===== src/rtl/memif_boot_arbiter_pkg.sv =====
// -----------------------------------------------------------------------------
// memif_arb_pkg
//   Shared types and widths for the boot/run memory-interface arbiter.
//   - req_id_e : requester identity, also the tag stored per outstanding read
//   - phase_e  : arbiter phase (boot loader only / drain / run)
//   - mem_req_t: one request's payload, used to mux a requester onto the port
//   - is_read(): decodes the shared RW convention (0 = read, 1 = write)
// -----------------------------------------------------------------------------
package memif_arb_pkg;

  localparam int ADDR_W = 25;
  localparam int DATA_W = 32;
  localparam int DQM_W  = 4;

  typedef enum logic [1:0] {
    IBOOT = 2'd0,
    INST  = 2'd1,
    DATA  = 2'd2
  } req_id_e;

  typedef enum logic [1:0] {
    BOOT  = 2'd0,
    DRAIN = 2'd1,
    RUN   = 2'd2
  } phase_e;

  typedef struct packed {
    logic [DQM_W-1:0]  dqm;
    logic              rw;
    logic [ADDR_W-1:0] addr;
    logic [DATA_W-1:0] data;
  } mem_req_t;

  function automatic logic is_read(input mem_req_t req);
    return !req.rw;
  endfunction

endpackage


===== src/rtl/memif_boot_arbiter_if.sv =====
// -----------------------------------------------------------------------------
// memif_boot_arbiter_if
//   Bundles every non-clock signal of the arbiter.
//   Handshake (all request ports, requester side and memory side alike):
//     a request transfers in a cycle where its VALID is high and its LOCK is
//     low; while LOCK is high the issuer keeps VALID and all fields stable.
//     Read responses (iMEM_RD_*) and routed responses (o*_RD_*) are one-cycle
//     strobes with no backpressure.
//   Modports:
//     master - the arbiter itself (drives the o* signals)
//     slave  - the surrounding system (drives the i* signals)
// -----------------------------------------------------------------------------
interface memif_boot_arbiter_if;
  import memif_arb_pkg::*;

  // Boot loader status
  logic              iIBOOT_VALID;

  // Requester IBOOT
  logic              iIBOOT_REQ_VALID;
  logic [DQM_W-1:0]  iIBOOT_REQ_DQM;
  logic              iIBOOT_REQ_RW;
  logic [ADDR_W-1:0] iIBOOT_REQ_ADDR;
  logic [DATA_W-1:0] iIBOOT_REQ_DATA;
  logic              oIBOOT_REQ_LOCK;

  // Requester INST
  logic              iINST_REQ_VALID;
  logic [DQM_W-1:0]  iINST_REQ_DQM;
  logic              iINST_REQ_RW;
  logic [ADDR_W-1:0] iINST_REQ_ADDR;
  logic [DATA_W-1:0] iINST_REQ_DATA;
  logic              oINST_REQ_LOCK;

  // Requester DATA
  logic              iDATA_REQ_VALID;
  logic [DQM_W-1:0]  iDATA_REQ_DQM;
  logic              iDATA_REQ_RW;
  logic [ADDR_W-1:0] iDATA_REQ_ADDR;
  logic [DATA_W-1:0] iDATA_REQ_DATA;
  logic              oDATA_REQ_LOCK;

  // Memory request port
  logic              oMEM_REQ_VALID;
  logic [DQM_W-1:0]  oMEM_REQ_DQM;
  logic              oMEM_REQ_RW;
  logic [ADDR_W-1:0] oMEM_REQ_ADDR;
  logic [DATA_W-1:0] oMEM_REQ_DATA;
  logic              iMEM_REQ_LOCK;

  // Memory read responses
  logic              iMEM_RD_VALID;
  logic [DATA_W-1:0] iMEM_RD_DATA;

  // Routed responses and status
  logic              oINST_RD_VALID;
  logic              oDATA_RD_VALID;
  logic [DATA_W-1:0] oRD_DATA;
  logic              oBOOT_DONE;
  logic              oERR_ORPHAN;

  modport master (
    input  iIBOOT_VALID,
    input  iIBOOT_REQ_VALID, iIBOOT_REQ_DQM, iIBOOT_REQ_RW, iIBOOT_REQ_ADDR, iIBOOT_REQ_DATA,
    output oIBOOT_REQ_LOCK,
    input  iINST_REQ_VALID, iINST_REQ_DQM, iINST_REQ_RW, iINST_REQ_ADDR, iINST_REQ_DATA,
    output oINST_REQ_LOCK,
    input  iDATA_REQ_VALID, iDATA_REQ_DQM, iDATA_REQ_RW, iDATA_REQ_ADDR, iDATA_REQ_DATA,
    output oDATA_REQ_LOCK,
    output oMEM_REQ_VALID, oMEM_REQ_DQM, oMEM_REQ_RW, oMEM_REQ_ADDR, oMEM_REQ_DATA,
    input  iMEM_REQ_LOCK,
    input  iMEM_RD_VALID, iMEM_RD_DATA,
    output oINST_RD_VALID, oDATA_RD_VALID, oRD_DATA, oBOOT_DONE, oERR_ORPHAN
  );

  modport slave (
    output iIBOOT_VALID,
    output iIBOOT_REQ_VALID, iIBOOT_REQ_DQM, iIBOOT_REQ_RW, iIBOOT_REQ_ADDR, iIBOOT_REQ_DATA,
    input  oIBOOT_REQ_LOCK,
    output iINST_REQ_VALID, iINST_REQ_DQM, iINST_REQ_RW, iINST_REQ_ADDR, iINST_REQ_DATA,
    input  oINST_REQ_LOCK,
    output iDATA_REQ_VALID, iDATA_REQ_DQM, iDATA_REQ_RW, iDATA_REQ_ADDR, iDATA_REQ_DATA,
    input  oDATA_REQ_LOCK,
    input  oMEM_REQ_VALID, oMEM_REQ_DQM, oMEM_REQ_RW, oMEM_REQ_ADDR, oMEM_REQ_DATA,
    output iMEM_REQ_LOCK,
    output iMEM_RD_VALID, iMEM_RD_DATA,
    input  oINST_RD_VALID, oDATA_RD_VALID, oRD_DATA, oBOOT_DONE, oERR_ORPHAN
  );

endinterface


===== src/rtl/memif_arb_tag_fifo.sv =====
// -----------------------------------------------------------------------------
// memif_arb_tag_fifo
//   Synchronous FIFO of 2-bit requester ids, one entry per outstanding read.
//   Ports:
//     clk_i, rst_i         clock, synchronous active-high reset (empties FIFO)
//     push_i, push_id_i    enqueue an id
//     pop_i                dequeue the head (ignored when empty)
//     head_id_o            id at the head (meaningful only when !empty_o)
//     full_o, empty_o      occupancy flags
//     count_o              entries held, 0..P_TAG_DEPTH
//   A push while full is taken only if a pop happens in the same cycle.
// -----------------------------------------------------------------------------
module memif_arb_tag_fifo #(
  parameter int P_TAG_DEPTH   = 8,
  parameter int P_TAG_DEPTH_N = 3
) (
  input  logic                   clk_i,
  input  logic                   rst_i,
  input  logic                   push_i,
  input  logic [1:0]             push_id_i,
  input  logic                   pop_i,
  output logic [1:0]             head_id_o,
  output logic                   full_o,
  output logic                   empty_o,
  output logic [P_TAG_DEPTH_N:0] count_o
);

  localparam logic [P_TAG_DEPTH_N:0] FULL_CNT = P_TAG_DEPTH[P_TAG_DEPTH_N:0];

  logic [1:0]               mem_q [P_TAG_DEPTH];
  logic [P_TAG_DEPTH_N-1:0] wr_ptr_q, wr_ptr_d;
  logic [P_TAG_DEPTH_N-1:0] rd_ptr_q, rd_ptr_d;
  logic [P_TAG_DEPTH_N:0]   count_q, count_d;
  logic                     do_push, do_pop;

  assign empty_o   = (count_q == '0);
  assign full_o    = (count_q == FULL_CNT);
  assign count_o   = count_q;
  assign head_id_o = mem_q[rd_ptr_q];

  assign do_pop  = pop_i && !empty_o;
  assign do_push = push_i && (!full_o || do_pop);

  // Pointers are exactly log2(depth) bits wide, so +1 wraps modulo depth.
  always_comb begin
    wr_ptr_d = wr_ptr_q;
    rd_ptr_d = rd_ptr_q;
    count_d  = count_q;
    if (do_push) wr_ptr_d = wr_ptr_q + 1'b1;
    if (do_pop)  rd_ptr_d = rd_ptr_q + 1'b1;
    unique case ({do_push, do_pop})
      2'b10:   count_d = count_q + 1'b1;
      2'b01:   count_d = count_q - 1'b1;
      default: count_d = count_q;
    endcase
  end

  always_ff @(posedge clk_i) begin
    if (rst_i) begin
      wr_ptr_q <= '0;
      rd_ptr_q <= '0;
      count_q  <= '0;
    end else begin
      wr_ptr_q <= wr_ptr_d;
      rd_ptr_q <= rd_ptr_d;
      count_q  <= count_d;
    end
  end

  // Storage needs no reset: an entry is only read after it was written.
  always_ff @(posedge clk_i) begin
    if (do_push) mem_q[wr_ptr_q] <= push_id_i;
  end

endmodule


===== src/rtl/memif_boot_arbiter.sv =====
// -----------------------------------------------------------------------------
// memif_boot_arbiter
//   Owns the single SDRAM request port. During BOOT only the boot-ROM loader
//   (IBOOT) is served; once the loader deasserts iIBOOT_VALID the arbiter
//   waits in DRAIN for all outstanding reads to return, then enters RUN where
//   INST and DATA share the port round-robin. Reads push their requester id
//   into a tag FIFO; in-order responses are routed back one cycle later.
//   Ports:
//     iCLOCK       system clock
//     iRESET_SYNC  synchronous active-high reset
//     bus          memif_boot_arbiter_if.master (requesters, memory, status)
//     oDBG_PHASE   current phase register, for observation only
// -----------------------------------------------------------------------------
module memif_boot_arbiter
  import memif_arb_pkg::*;
#(
  parameter int P_TAG_DEPTH   = 8,
  parameter int P_TAG_DEPTH_N = 3
) (
  input  logic                        iCLOCK,
  input  logic                        iRESET_SYNC,
  memif_boot_arbiter_if.master        bus,
  output phase_e                      oDBG_PHASE
);

  // Registered state
  phase_e            phase_q, phase_d;
  req_id_e           rr_last_q, rr_last_d;
  logic              inst_rd_valid_q, inst_rd_valid_d;
  logic              data_rd_valid_q, data_rd_valid_d;
  logic [DATA_W-1:0] rd_data_q, rd_data_d;
  logic              orphan_q, orphan_d;

  // Tag FIFO
  logic                   tag_push, tag_pop;
  logic [1:0]             tag_head;
  req_id_e                tag_head_id;
  logic                   tag_full, tag_empty;
  logic [P_TAG_DEPTH_N:0] tag_count;

  // Arbitration
  mem_req_t iboot_req, inst_req, data_req, cand_req;
  logic     cand_valid;
  req_id_e  cand_id;
  logic     full_block;
  logic     accept;

  assign iboot_req = {bus.iIBOOT_REQ_DQM, bus.iIBOOT_REQ_RW, bus.iIBOOT_REQ_ADDR, bus.iIBOOT_REQ_DATA};
  assign inst_req  = {bus.iINST_REQ_DQM,  bus.iINST_REQ_RW,  bus.iINST_REQ_ADDR,  bus.iINST_REQ_DATA};
  assign data_req  = {bus.iDATA_REQ_DQM,  bus.iDATA_REQ_RW,  bus.iDATA_REQ_ADDR,  bus.iDATA_REQ_DATA};

  // Candidate selection from registered phase and round-robin pointer.
  always_comb begin
    cand_valid = 1'b0;
    cand_id    = IBOOT;
    unique case (phase_q)
      BOOT: begin
        cand_valid = bus.iIBOOT_REQ_VALID;
        cand_id    = IBOOT;
      end
      RUN: begin
        if (bus.iINST_REQ_VALID && bus.iDATA_REQ_VALID) begin
          cand_valid = 1'b1;
          cand_id    = (rr_last_q == INST) ? DATA : INST;
        end else if (bus.iINST_REQ_VALID) begin
          cand_valid = 1'b1;
          cand_id    = INST;
        end else if (bus.iDATA_REQ_VALID) begin
          cand_valid = 1'b1;
          cand_id    = DATA;
        end
      end
      default: begin
        cand_valid = 1'b0;
        cand_id    = IBOOT;
      end
    endcase
  end

  always_comb begin
    cand_req = '0;
    if (cand_valid) begin
      unique case (cand_id)
        IBOOT:   cand_req = iboot_req;
        INST:    cand_req = inst_req;
        DATA:    cand_req = data_req;
        default: cand_req = '0;
      endcase
    end
  end

  // A full tag FIFO only blocks a read when no response frees a slot this
  // same cycle; the FIFO accepts push+pop while full.
  assign tag_pop    = bus.iMEM_RD_VALID && !tag_empty;
  assign full_block = is_read(cand_req) && tag_full && !tag_pop;
  assign accept     = !iRESET_SYNC && cand_valid && !bus.iMEM_REQ_LOCK && !full_block;
  assign tag_push   = accept && is_read(cand_req);

  memif_arb_tag_fifo #(
    .P_TAG_DEPTH   (P_TAG_DEPTH),
    .P_TAG_DEPTH_N (P_TAG_DEPTH_N)
  ) u_tag_fifo (
    .clk_i     (iCLOCK),
    .rst_i     (iRESET_SYNC),
    .push_i    (tag_push),
    .push_id_i (cand_id),
    .pop_i     (tag_pop),
    .head_id_o (tag_head),
    .full_o    (tag_full),
    .empty_o   (tag_empty),
    .count_o   (tag_count)
  );

  assign tag_head_id = req_id_e'(tag_head);

  // Phase next-state. DRAIN looks at the registered count, so RUN follows
  // the cycle in which the count is seen at zero.
  always_comb begin
    phase_d = phase_q;
    unique case (phase_q)
      BOOT:    if (!bus.iIBOOT_VALID) phase_d = DRAIN;
      DRAIN:   if (tag_count == '0)   phase_d = RUN;
      RUN:     phase_d = RUN;
      default: phase_d = BOOT;
    endcase
  end

  always_comb begin
    rr_last_d = rr_last_q;
    if (accept && (phase_q == RUN)) rr_last_d = cand_id;
  end

  // Response routing. IBOOT tags are consumed silently; a response with no
  // tag pending is an orphan and only raises the sticky error.
  always_comb begin
    inst_rd_valid_d = 1'b0;
    data_rd_valid_d = 1'b0;
    rd_data_d       = rd_data_q;
    orphan_d        = orphan_q;
    if (bus.iMEM_RD_VALID) begin
      if (tag_empty) begin
        orphan_d = 1'b1;
      end else if (tag_head_id == INST) begin
        inst_rd_valid_d = 1'b1;
        rd_data_d       = bus.iMEM_RD_DATA;
      end else if (tag_head_id == DATA) begin
        data_rd_valid_d = 1'b1;
        rd_data_d       = bus.iMEM_RD_DATA;
      end
    end
  end

  always_ff @(posedge iCLOCK) begin
    if (iRESET_SYNC) begin
      phase_q         <= BOOT;
      rr_last_q       <= DATA;
      inst_rd_valid_q <= 1'b0;
      data_rd_valid_q <= 1'b0;
      rd_data_q       <= '0;
      orphan_q        <= 1'b0;
    end else begin
      phase_q         <= phase_d;
      rr_last_q       <= rr_last_d;
      inst_rd_valid_q <= inst_rd_valid_d;
      data_rd_valid_q <= data_rd_valid_d;
      rd_data_q       <= rd_data_d;
      orphan_q        <= orphan_d;
    end
  end

  // Request path: zero latency, candidate fields muxed straight through.
  assign bus.oMEM_REQ_VALID = accept;
  assign bus.oMEM_REQ_DQM   = cand_req.dqm;
  assign bus.oMEM_REQ_RW    = cand_req.rw;
  assign bus.oMEM_REQ_ADDR  = cand_req.addr;
  assign bus.oMEM_REQ_DATA  = cand_req.data;

  assign bus.oIBOOT_REQ_LOCK = !(accept && (cand_id == IBOOT));
  assign bus.oINST_REQ_LOCK  = !(accept && (cand_id == INST));
  assign bus.oDATA_REQ_LOCK  = !(accept && (cand_id == DATA));

  assign bus.oINST_RD_VALID = inst_rd_valid_q;
  assign bus.oDATA_RD_VALID = data_rd_valid_q;
  assign bus.oRD_DATA       = rd_data_q;
  assign bus.oBOOT_DONE     = (phase_q == RUN);
  assign bus.oERR_ORPHAN    = orphan_q;

  assign oDBG_PHASE = phase_q;

endmodule


===== src/flat_wrapper.sv =====
// flat-port wrapper written by rule: the top's interface ports become plain ports
module memif_boot_arbiter_flat import memif_arb_pkg::*;
#(
  parameter int P_TAG_DEPTH   = 8,
  parameter int P_TAG_DEPTH_N = 3
)
  (iCLOCK, iRESET_SYNC, oDBG_PHASE, bus_iIBOOT_VALID, bus_iIBOOT_REQ_VALID, bus_iIBOOT_REQ_DQM, bus_iIBOOT_REQ_RW, bus_iIBOOT_REQ_ADDR, bus_iIBOOT_REQ_DATA, bus_oIBOOT_REQ_LOCK, bus_iINST_REQ_VALID, bus_iINST_REQ_DQM, bus_iINST_REQ_RW, bus_iINST_REQ_ADDR, bus_iINST_REQ_DATA, bus_oINST_REQ_LOCK, bus_iDATA_REQ_VALID, bus_iDATA_REQ_DQM, bus_iDATA_REQ_RW, bus_iDATA_REQ_ADDR, bus_iDATA_REQ_DATA, bus_oDATA_REQ_LOCK, bus_oMEM_REQ_VALID, bus_oMEM_REQ_DQM, bus_oMEM_REQ_RW, bus_oMEM_REQ_ADDR, bus_oMEM_REQ_DATA, bus_iMEM_REQ_LOCK, bus_iMEM_RD_VALID, bus_iMEM_RD_DATA, bus_oINST_RD_VALID, bus_oDATA_RD_VALID, bus_oRD_DATA, bus_oBOOT_DONE, bus_oERR_ORPHAN);
  memif_boot_arbiter_if bus_i ();
  input  logic iCLOCK;
  input  logic iRESET_SYNC;
  output phase_e oDBG_PHASE;
  input wire logic [$bits(bus_i.iIBOOT_VALID)-1:0] bus_iIBOOT_VALID;
  input wire logic [$bits(bus_i.iIBOOT_REQ_VALID)-1:0] bus_iIBOOT_REQ_VALID;
  input wire logic [$bits(bus_i.iIBOOT_REQ_DQM)-1:0] bus_iIBOOT_REQ_DQM;
  input wire logic [$bits(bus_i.iIBOOT_REQ_RW)-1:0] bus_iIBOOT_REQ_RW;
  input wire logic [$bits(bus_i.iIBOOT_REQ_ADDR)-1:0] bus_iIBOOT_REQ_ADDR;
  input wire logic [$bits(bus_i.iIBOOT_REQ_DATA)-1:0] bus_iIBOOT_REQ_DATA;
  output wire logic [$bits(bus_i.oIBOOT_REQ_LOCK)-1:0] bus_oIBOOT_REQ_LOCK;
  input wire logic [$bits(bus_i.iINST_REQ_VALID)-1:0] bus_iINST_REQ_VALID;
  input wire logic [$bits(bus_i.iINST_REQ_DQM)-1:0] bus_iINST_REQ_DQM;
  input wire logic [$bits(bus_i.iINST_REQ_RW)-1:0] bus_iINST_REQ_RW;
  input wire logic [$bits(bus_i.iINST_REQ_ADDR)-1:0] bus_iINST_REQ_ADDR;
  input wire logic [$bits(bus_i.iINST_REQ_DATA)-1:0] bus_iINST_REQ_DATA;
  output wire logic [$bits(bus_i.oINST_REQ_LOCK)-1:0] bus_oINST_REQ_LOCK;
  input wire logic [$bits(bus_i.iDATA_REQ_VALID)-1:0] bus_iDATA_REQ_VALID;
  input wire logic [$bits(bus_i.iDATA_REQ_DQM)-1:0] bus_iDATA_REQ_DQM;
  input wire logic [$bits(bus_i.iDATA_REQ_RW)-1:0] bus_iDATA_REQ_RW;
  input wire logic [$bits(bus_i.iDATA_REQ_ADDR)-1:0] bus_iDATA_REQ_ADDR;
  input wire logic [$bits(bus_i.iDATA_REQ_DATA)-1:0] bus_iDATA_REQ_DATA;
  output wire logic [$bits(bus_i.oDATA_REQ_LOCK)-1:0] bus_oDATA_REQ_LOCK;
  output wire logic [$bits(bus_i.oMEM_REQ_VALID)-1:0] bus_oMEM_REQ_VALID;
  output wire logic [$bits(bus_i.oMEM_REQ_DQM)-1:0] bus_oMEM_REQ_DQM;
  output wire logic [$bits(bus_i.oMEM_REQ_RW)-1:0] bus_oMEM_REQ_RW;
  output wire logic [$bits(bus_i.oMEM_REQ_ADDR)-1:0] bus_oMEM_REQ_ADDR;
  output wire logic [$bits(bus_i.oMEM_REQ_DATA)-1:0] bus_oMEM_REQ_DATA;
  input wire logic [$bits(bus_i.iMEM_REQ_LOCK)-1:0] bus_iMEM_REQ_LOCK;
  input wire logic [$bits(bus_i.iMEM_RD_VALID)-1:0] bus_iMEM_RD_VALID;
  input wire logic [$bits(bus_i.iMEM_RD_DATA)-1:0] bus_iMEM_RD_DATA;
  output wire logic [$bits(bus_i.oINST_RD_VALID)-1:0] bus_oINST_RD_VALID;
  output wire logic [$bits(bus_i.oDATA_RD_VALID)-1:0] bus_oDATA_RD_VALID;
  output wire logic [$bits(bus_i.oRD_DATA)-1:0] bus_oRD_DATA;
  output wire logic [$bits(bus_i.oBOOT_DONE)-1:0] bus_oBOOT_DONE;
  output wire logic [$bits(bus_i.oERR_ORPHAN)-1:0] bus_oERR_ORPHAN;
  assign bus_i.iIBOOT_VALID = bus_iIBOOT_VALID;
  assign bus_i.iIBOOT_REQ_VALID = bus_iIBOOT_REQ_VALID;
  assign bus_i.iIBOOT_REQ_DQM = bus_iIBOOT_REQ_DQM;
  assign bus_i.iIBOOT_REQ_RW = bus_iIBOOT_REQ_RW;
  assign bus_i.iIBOOT_REQ_ADDR = bus_iIBOOT_REQ_ADDR;
  assign bus_i.iIBOOT_REQ_DATA = bus_iIBOOT_REQ_DATA;
  assign bus_oIBOOT_REQ_LOCK = bus_i.oIBOOT_REQ_LOCK;
  assign bus_i.iINST_REQ_VALID = bus_iINST_REQ_VALID;
  assign bus_i.iINST_REQ_DQM = bus_iINST_REQ_DQM;
  assign bus_i.iINST_REQ_RW = bus_iINST_REQ_RW;
  assign bus_i.iINST_REQ_ADDR = bus_iINST_REQ_ADDR;
  assign bus_i.iINST_REQ_DATA = bus_iINST_REQ_DATA;
  assign bus_oINST_REQ_LOCK = bus_i.oINST_REQ_LOCK;
  assign bus_i.iDATA_REQ_VALID = bus_iDATA_REQ_VALID;
  assign bus_i.iDATA_REQ_DQM = bus_iDATA_REQ_DQM;
  assign bus_i.iDATA_REQ_RW = bus_iDATA_REQ_RW;
  assign bus_i.iDATA_REQ_ADDR = bus_iDATA_REQ_ADDR;
  assign bus_i.iDATA_REQ_DATA = bus_iDATA_REQ_DATA;
  assign bus_oDATA_REQ_LOCK = bus_i.oDATA_REQ_LOCK;
  assign bus_oMEM_REQ_VALID = bus_i.oMEM_REQ_VALID;
  assign bus_oMEM_REQ_DQM = bus_i.oMEM_REQ_DQM;
  assign bus_oMEM_REQ_RW = bus_i.oMEM_REQ_RW;
  assign bus_oMEM_REQ_ADDR = bus_i.oMEM_REQ_ADDR;
  assign bus_oMEM_REQ_DATA = bus_i.oMEM_REQ_DATA;
  assign bus_i.iMEM_REQ_LOCK = bus_iMEM_REQ_LOCK;
  assign bus_i.iMEM_RD_VALID = bus_iMEM_RD_VALID;
  assign bus_i.iMEM_RD_DATA = bus_iMEM_RD_DATA;
  assign bus_oINST_RD_VALID = bus_i.oINST_RD_VALID;
  assign bus_oDATA_RD_VALID = bus_i.oDATA_RD_VALID;
  assign bus_oRD_DATA = bus_i.oRD_DATA;
  assign bus_oBOOT_DONE = bus_i.oBOOT_DONE;
  assign bus_oERR_ORPHAN = bus_i.oERR_ORPHAN;
  memif_boot_arbiter #(.P_TAG_DEPTH(P_TAG_DEPTH), .P_TAG_DEPTH_N(P_TAG_DEPTH_N)) u_core (.iCLOCK(iCLOCK), .iRESET_SYNC(iRESET_SYNC), .bus(bus_i), .oDBG_PHASE(oDBG_PHASE));
endmodule

===== config.mk =====
export PLATFORM = sky130hd
export DESIGN_NAME = memif_boot_arbiter_flat
export DESIGN_NICKNAME = d
export VERILOG_FILES = /design/src/rtl/memif_boot_arbiter_pkg.sv /design/src/rtl/memif_boot_arbiter_if.sv /design/src/rtl/memif_arb_tag_fifo.sv /design/src/rtl/memif_boot_arbiter.sv /design/src/flat_wrapper.sv
export SDC_FILE = /design/constraint.sdc
export NUM_CORES = 1
export LEC_CHECK = 0
export ABC_AREA = 1
export CAP_MARGIN = 20
export CORE_AREA = 3 3 127 129
export DETAILED_ROUTE_END_ITERATION = 7
export DIE_AREA = 0 0 130 132
export PLACE_DENSITY_LB_ADDON = 0.2
export RECOVER_POWER = 50
export SLEW_MARGIN = 40
export SYNTH_ARGS = -nofsm -noshare
export SYNTH_HDL_FRONTEND = slang
export SYNTH_SLANG_ARGS = --single-unit

===== constraint.sdc =====
create_clock -name iCLOCK -period 3.55 [get_ports iCLOCK]
set_input_delay 0.71 -clock iCLOCK [delete_from_list [all_inputs] [get_ports iCLOCK]]
set_output_delay 0.71 -clock iCLOCK [all_outputs]
set_load 0.01 [all_outputs]

==> results_dict.tcl, run 1 <==
set metrics [dict create \
    outcome "finished with violations" \
    violations "capacitance limit, slew limit" \
    p_per_area_nw_per_um2 596.6 \
    cts.sinks 68 \
    die_w_um 130 \
    syn-cell-area_sq_um 4511 \
    timing.slew.headroom_pct -22.09 \
    htree_levels 3 \
    insertion_delay_ns 0.33 \
    ys_seq_area_share_pct 33.73 \
    nets 1290 \
    crit_required_ns 2.84 \
    crit_chain "clkdlybuf4s50_1 > nand2_1 > inv_1 > nand2_1 > inv_2 > buf_12 > nand2_1 > nand3_1 > nand2_1 > inv_1 > clkdlybuf4s50_1" \
    num_vias 5617 \
    io_pins 330 \
    post_cts_buffers 0 \
    fmax_mhz 297.8 \
    worstMarginPinSlew_ns 1.831 \
    grt_start_max_net_pins 65 \
    detailed_place_hpwl_um 15910 \
    hold_class "reg -> reg" \
    final_common_cell "clkdlybuf4s50_1" \
    grt_pass1_wl_um 28840 \
    worst_slack_ns 0.1920 \
    cts_tree "done" \
    r2r_start "u_core.oDBG_PHASE[0]$_SDFFE_PP0P_" \
    numCtsBuffers 9 \
    maxSlewViolCount 45 \
    grt_overflow 0 \
    fill_cells 1470 \
    hold_viol_final 0 \
    min_period_ns 3.358 \
    dp_cells 1230 \
    setup_tns_ns 0 \
    cp_max_fo 21 \
    crit_arrival_ns 2.65 \
    critPathLaunchType "input port" \
    crit_type "in -> out" \
    cp-end-kind "output port" \
    first_pass_iters 5 \
    clk_pin_slew_ns 0.06 \
    maxCapViolations 1 \
    skew_ns 0.006274 \
    ir_worst_vdd_mv 0.3547 \
    fp.dieH_um 132 \
    coreArea_sq_um 15150 \
    finalCritPeriodShare_pct 94.59 \
    worst-r2r-setup-slack_ns 0.65 \
    synthDistinctLibCells 32 \
    drt_wl_total_um 19200 \
    placed_area_sq_um 8059 \
    synth-seq-cells 68 \
    mostFrequentLayoutCells "clkdlybuf4s50_1 (290), nand2_1 (280), inv_1 (121), nand3_1 (74), dfxtp_1 (52)" \
    grt_setup_unrepaired "no" \
    ant_nets 0 \
    cp_common_cell "nand2_1" \
    ys_warn_count 0 \
    utilization_pct 55.25 \
    fin_hold_ws_ns 0.4384 \
    gp_congestion 0.9441 \
    multi_input_area_sq_um 2310 \
    fin_area_sq_um 8368 \
    syn2layout_area_growth_pct 85.52 \
    numPortBuffers 329 \
    grtUsageTotal_pct 21.66 \
    seqCellArea_sq_um 1521 \
    p_total_mw 4.992 \
    syn-num-nets 970 \
    clockBufferDepth 2 \
    setup_viol 0 \
    fp-row-count 45 \
    finalNonFillerCells 1246 \
    syn_area_per_cell_sq_um 6.154 \
    drt-initial-drc-count 329 \
    cts_hold_buf 0 \
    n_antenna_cell 0 \
    via_per_inst 4.508 \
    drive_above_1_share_pct 3.970 \
    start_util_pct 29.78 \
    place_ws_ns 0.1353 \
    antenna_found_initial 5 \
    crit_path_max_incr_delay_ns 0.61 \
    drc_errors 0 \
    wl_per_cell_um 15.41 \
    power.leakage_nw 3.936 \
    cts_root_buffer "clkbuf_16" \
    die-area_sq_um 17160 \
    slowest_stage "clkdlybuf4s50_1" \
    grt_pass1_vias 5312 \
    startpoint "bus_iINST_REQ_VALID" \
    cts_resized 0 \
    syn_inst 733 \
    min_from "u_core.bus.oRD_DATA[18]$_SDFFE_PP0P_" \
]
-- synth_stat cells --
master | number | area (sq um)
nand2_1 | 279 | 1047
o21a_1 | 1 | 7.510
buf_2 | 12 | 60.06
mux2i_1 | 2 | 20.02
a22o_1 | 1 | 8.760
nand2_2 | 2 | 12.51
dfxtp_1 | 52 | 1041
o21ai_0 | 17 | 85.08
clkinv_1 | 1 | 3.750
or2_1 | 1 | 6.260
nand2_4 | 1 | 11.26
o21ai_2 | 4 | 35.03
xnor2_1 | 1 | 8.760
nand3_2 | 1 | 10.01
edfxtp_1 | 16 | 480.5
buf_1 | 8 | 30.03
nor2_4 | 1 | 11.26
nor2_1 | 30 | 112.6
a21oi_1 | 41 | 205.2
clkbuf_1 | 9 | 33.78
inv_1 | 119 | 446.7
xor2_1 | 4 | 35.03
nor2_2 | 1 | 6.260
ha_1 | 11 | 137.6
nand4_1 | 3 | 18.77
o21ai_1 | 24 | 120.1
inv_2 | 5 | 18.77
nand3_1 | 74 | 370.4
o22ai_1 | 2 | 12.51
o32ai_1 | 2 | 17.52
buf_6 | 7 | 78.83
nand3_4 | 1 | 17.52
-- sequential cells by signal (all words and copies together), names as in the netlist, named ones only --
register / flops
u_core.bus.oERR_ORPHAN: 1
u_core.oDBG_PHASE: 2
u_core.u_tag_fifo.mem_q: 16
u_core.bus.oINST_RD_VALID: 1
u_core.u_tag_fifo.count_o: 4
u_core.u_tag_fifo.wr_ptr_q: 3
u_core.bus.oDATA_RD_VALID: 1
u_core.u_tag_fifo.rd_ptr_q: 3
u_core.rr_last_q: 2
u_core.bus.oRD_DATA: 32
-- area by class of cell --
type / instances / share of cell area, %
inverters: 125 / 5.607
flip-flops and latches: 68 / 18.18
clock buffers: 9 / 2.691
clock inverters: 7 / 1.166
well taps: 188 / 2.811
repair buffers: 345 / 41.94
multi-input cells: 504 / 27.60
-- report_power, final --
group	internal (mW)	switching [mW]	total, mW
clock	0.619	0.336	0.955
sequential	1.02	0.125	1.15
combinational	1.41	1.48	2.89
-- cells by family after synthesis --
| family | count (synthesis) | synth area share (%) |
|---|---|---|
| xor gates and xnor gates | 5 | 0.9708 |
| muxes | 2 | 0.4438 |
| buffers and inverters | 161 | 14.90 |
| AOI/OAI and AO/OA | 92 | 10.90 |
| DFF | 68 | 33.73 |
| adders and majority gates | 11 | 3.051 |
| and+or+nand+nor | 394 | 36.01 |
-- layer usage --
metal  share of wire, %  vias up  wire length (um)  global-route usage [%]
li1                   -     2905                 -                       -
met1                 38     2466              7210                   24.02
met3                8.7       39              1676                   9.036
met2                 50      197              9621                   37.45
met4                3.3       10               627                   6.582
met5               0.36        -                69                       0
-- final timing paths --
check | cells after the start | to
hold / removal | 2 | u_core.bus.oRD_DATA[18]$_SDFFE_PP0P_
hold reg to reg | 2 | u_core.bus.oRD_DATA[18]$_SDFFE_PP0P_
setup reg to reg | 16 | u_core.u_tag_fifo.count_o[2]$_SDFFE_PP0P_
setup / recovery | 11 | bus_oMEM_REQ_DATA[14]
-- critical path: cells and delay by family --
kind | cells | cell delay, ns
buf+inv | 6 | 1.59
simple gates | 5 | 0.34
(Power assumes the default switching activity.)
==> inputs of run 2 (changes only) <==
Settings changed: MAX_ROUTING_LAYER set to met4.
==> run 2 against run 1 <==
The flow still finishes with violations (capacitance limit, slew limit). Routed wire length about the same. Die area unchanged. Largest power group unchanged. First-iteration DRC count decreased by 5.8%. Highest routed layer is now met4. Clock-buffer cell count unchanged. Worst setup slack got worse by 0.010 ns. Register-to-register slack about the same. Hold slack about the same.
==> results_dict.tcl, run 2 (same netlist as run 1, synthesis figures left out) <==
set metrics [dict create \
    post_cts_buffers 0 \
    grt_overflow 0 \
    cp-end-kind "output port" \
    fp.dieH_um 132 \
    p_per_area_nw_per_um2 595.7 \
    nets 1290 \
    cts.sinks 68 \
    final_common_cell "clkdlybuf4s50_1" \
    grt_start_max_net_pins 65 \
    utilization_pct 55.33 \
    drc_errors 0 \
    largest_reg_flops 32 \
    fill_cells 1468 \
    crit_type "in -> out" \
    hold_viol_final 0 \
    numPortBuffers 329 \
    timing.slew.headroom_pct -23.12 \
    fin_hold_ws_ns 0.4385 \
    outcome "finished with violations" \
    die_w_um 130 \
    slowest_stage "clkdlybuf4s50_1" \
    htree_levels 3 \
    start_util_pct 29.78 \
    fmax_mhz 296.9 \
    cp_top_family "buffers and inverters" \
    cts_root_buffer "clkbuf_16" \
    worstMarginPinSlew_ns 1.847 \
    fin_area_sq_um 8381 \
    maxCapViolations 1 \
    antenna_found_initial 5 \
    cp_common_cell "nand2_1" \
    setup_viol 0 \
    startpoint "bus_iINST_REQ_VALID" \
    wl_per_cell_um 15.36 \
    numCtsBuffers 9 \
    via_per_inst 4.487 \
    r2r_start "u_core.oDBG_PHASE[0]$_SDFFE_PP0P_" \
    r2r.worst_path.cells 16 \
    drt_wl_total_um 19220 \
    clk_pin_slew_ns 0.06 \
    min_period_ns 3.368 \
    skew_ns 0.006042 \
    num_vias 5613 \
    ir_worst_vdd_mv 0.3553 \
    detailed_place_hpwl_um 15910 \
    gp_congestion 0.9678 \
    critPathLaunchType "input port" \
    crit_path_max_incr_delay_ns 0.54 \
    min_path_cells 2 \
    coreArea_sq_um 15150 \
    cts_tree "done" \
    cp.depth 11 \
    grt_setup_unrepaired "no" \
    ant_nets 0 \
    finalCritPeriodShare_pct 94.88 \
    grt_pass1_vias 5331 \
    cp_max_fo 22 \
    mostFrequentLayoutCells "clkdlybuf4s50_1 (290), nand2_1 (280), inv_1 (121), nand3_1 (74), dfxtp_1 (52)" \
    setup_tns_ns 0 \
    min_from "u_core.bus.oRD_DATA[18]$_SDFFE_PP0P_" \
    crit_chain "clkdlybuf4s50_1 > nand2_1 > inv_1 > nand2_1 > inv_2 > buf_12 > nand2_1 > nand3_1 > nand2_1 > inv_1 > clkdlybuf4s50_1" \
    cts_hold_buf 0 \
    fp-row-count 45 \
    power.leakage_nw 3.936 \
    crit_required_ns 2.84 \
    crit_buf_inv 6 \
    maxSlewViolCount 45 \
    syn2layout_area_growth_pct 85.80 \
    insertion_delay_ns 0.33 \
    drt-initial-drc-count 310 \
    first_pass_iters 4 \
    crit_arrival_ns 2.66 \
    hold_class "reg -> reg" \
    placed_area_sq_um 8059 \
    drive_above_1_share_pct 3.970 \
    io_pins 330 \
    violations "capacitance limit, slew limit" \
    grtUsageTotal_pct 22.29 \
    die-area_sq_um 17160 \
    grt_pass1_wl_um 28790 \
    clockBufferDepth 2 \
]
run 2: cell types whose count changed in the layout (fill, tap and decap cells not counted):
| cell | before | now |
|---|---|---|
| diode_2 | 0 | 5 |
run 2: worst reg2reg max path: cells and delay by family (launching register included):
kind | cells | cell delay (ns)
buffers and inverters | 4 | 0.46
adder cells (fa/ha/maj) | 3 | 0.76
flip-flops | 1 | 0.35
AND/OR/NAND/NOR | 5 | 0.65
XOR/XNOR | 2 | 0.38
AO/OA/AOI/OAI | 2 | 0.20
run 2: layout make-up:
type                    count  area, sq um  area share, %
flip-flops and latches     68         1521          18.15
clock inverters             7        97.59          1.165
clock buffers               9        225.2          2.687
repair buffers            345         3510          41.88
well taps                 188        235.2          2.807
multi-input cells         504         2310          27.56
inverters                 125        469.2          5.599
diodes                      5        12.51         0.1493
run 2: through the flow:
stage / setup slack, ns / std cells / total power, mW
finish: 0.1818 / 1251 / 4.992
global route: 0.02165 / 1251 / 5.380
CTS: 0.1226 / 1246 / 5.140
detailed placement: 0.1353 / 1230 / 4.162
global placement: 0.1187 / 1230 / 4.144
floorplan: 1.075 / 733 / 2.639
run 2: report_power, final:
part	leakage [nW]	switching [mW]	total (mW)	internal, mW
logic	3.20	1.48	2.89	1.41
registers	0.575	0.124	1.15	1.02
clock network	0.161	0.336	0.956	0.619
run 2: per-layer routing:
layer / wire (um) / part of all wire (%) / GRT usage [%]
met1: 7306 / 38 / 24.60
met2: 9623 / 50 / 37.36
met3: 1668 / 8.7 / 8.266
met4: 618 / 3.2 / 6.582
met5: 0 / 0 / -
run 2: repair_timing:
item / 4_1_cts / 5_1_grt
endpoints found under the setup margin: 0 / 1
resized for setup: 0 / 1
endpoints found under the hold margin: 0 / 0
run 2: path summary, 6_finish.rpt:
path                            slack [ns]                                        end
worst max register to register        0.66  u_core.u_tag_fifo.count_o[2]$_SDFFE_PP0P_
worst min-delay path                  0.44       u_core.bus.oRD_DATA[18]$_SDFFE_PP0P_
worst max-delay path                  0.18                       bus_oMEM_REQ_DATA[0]
worst min register to register        0.44       u_core.bus.oRD_DATA[18]$_SDFFE_PP0P_
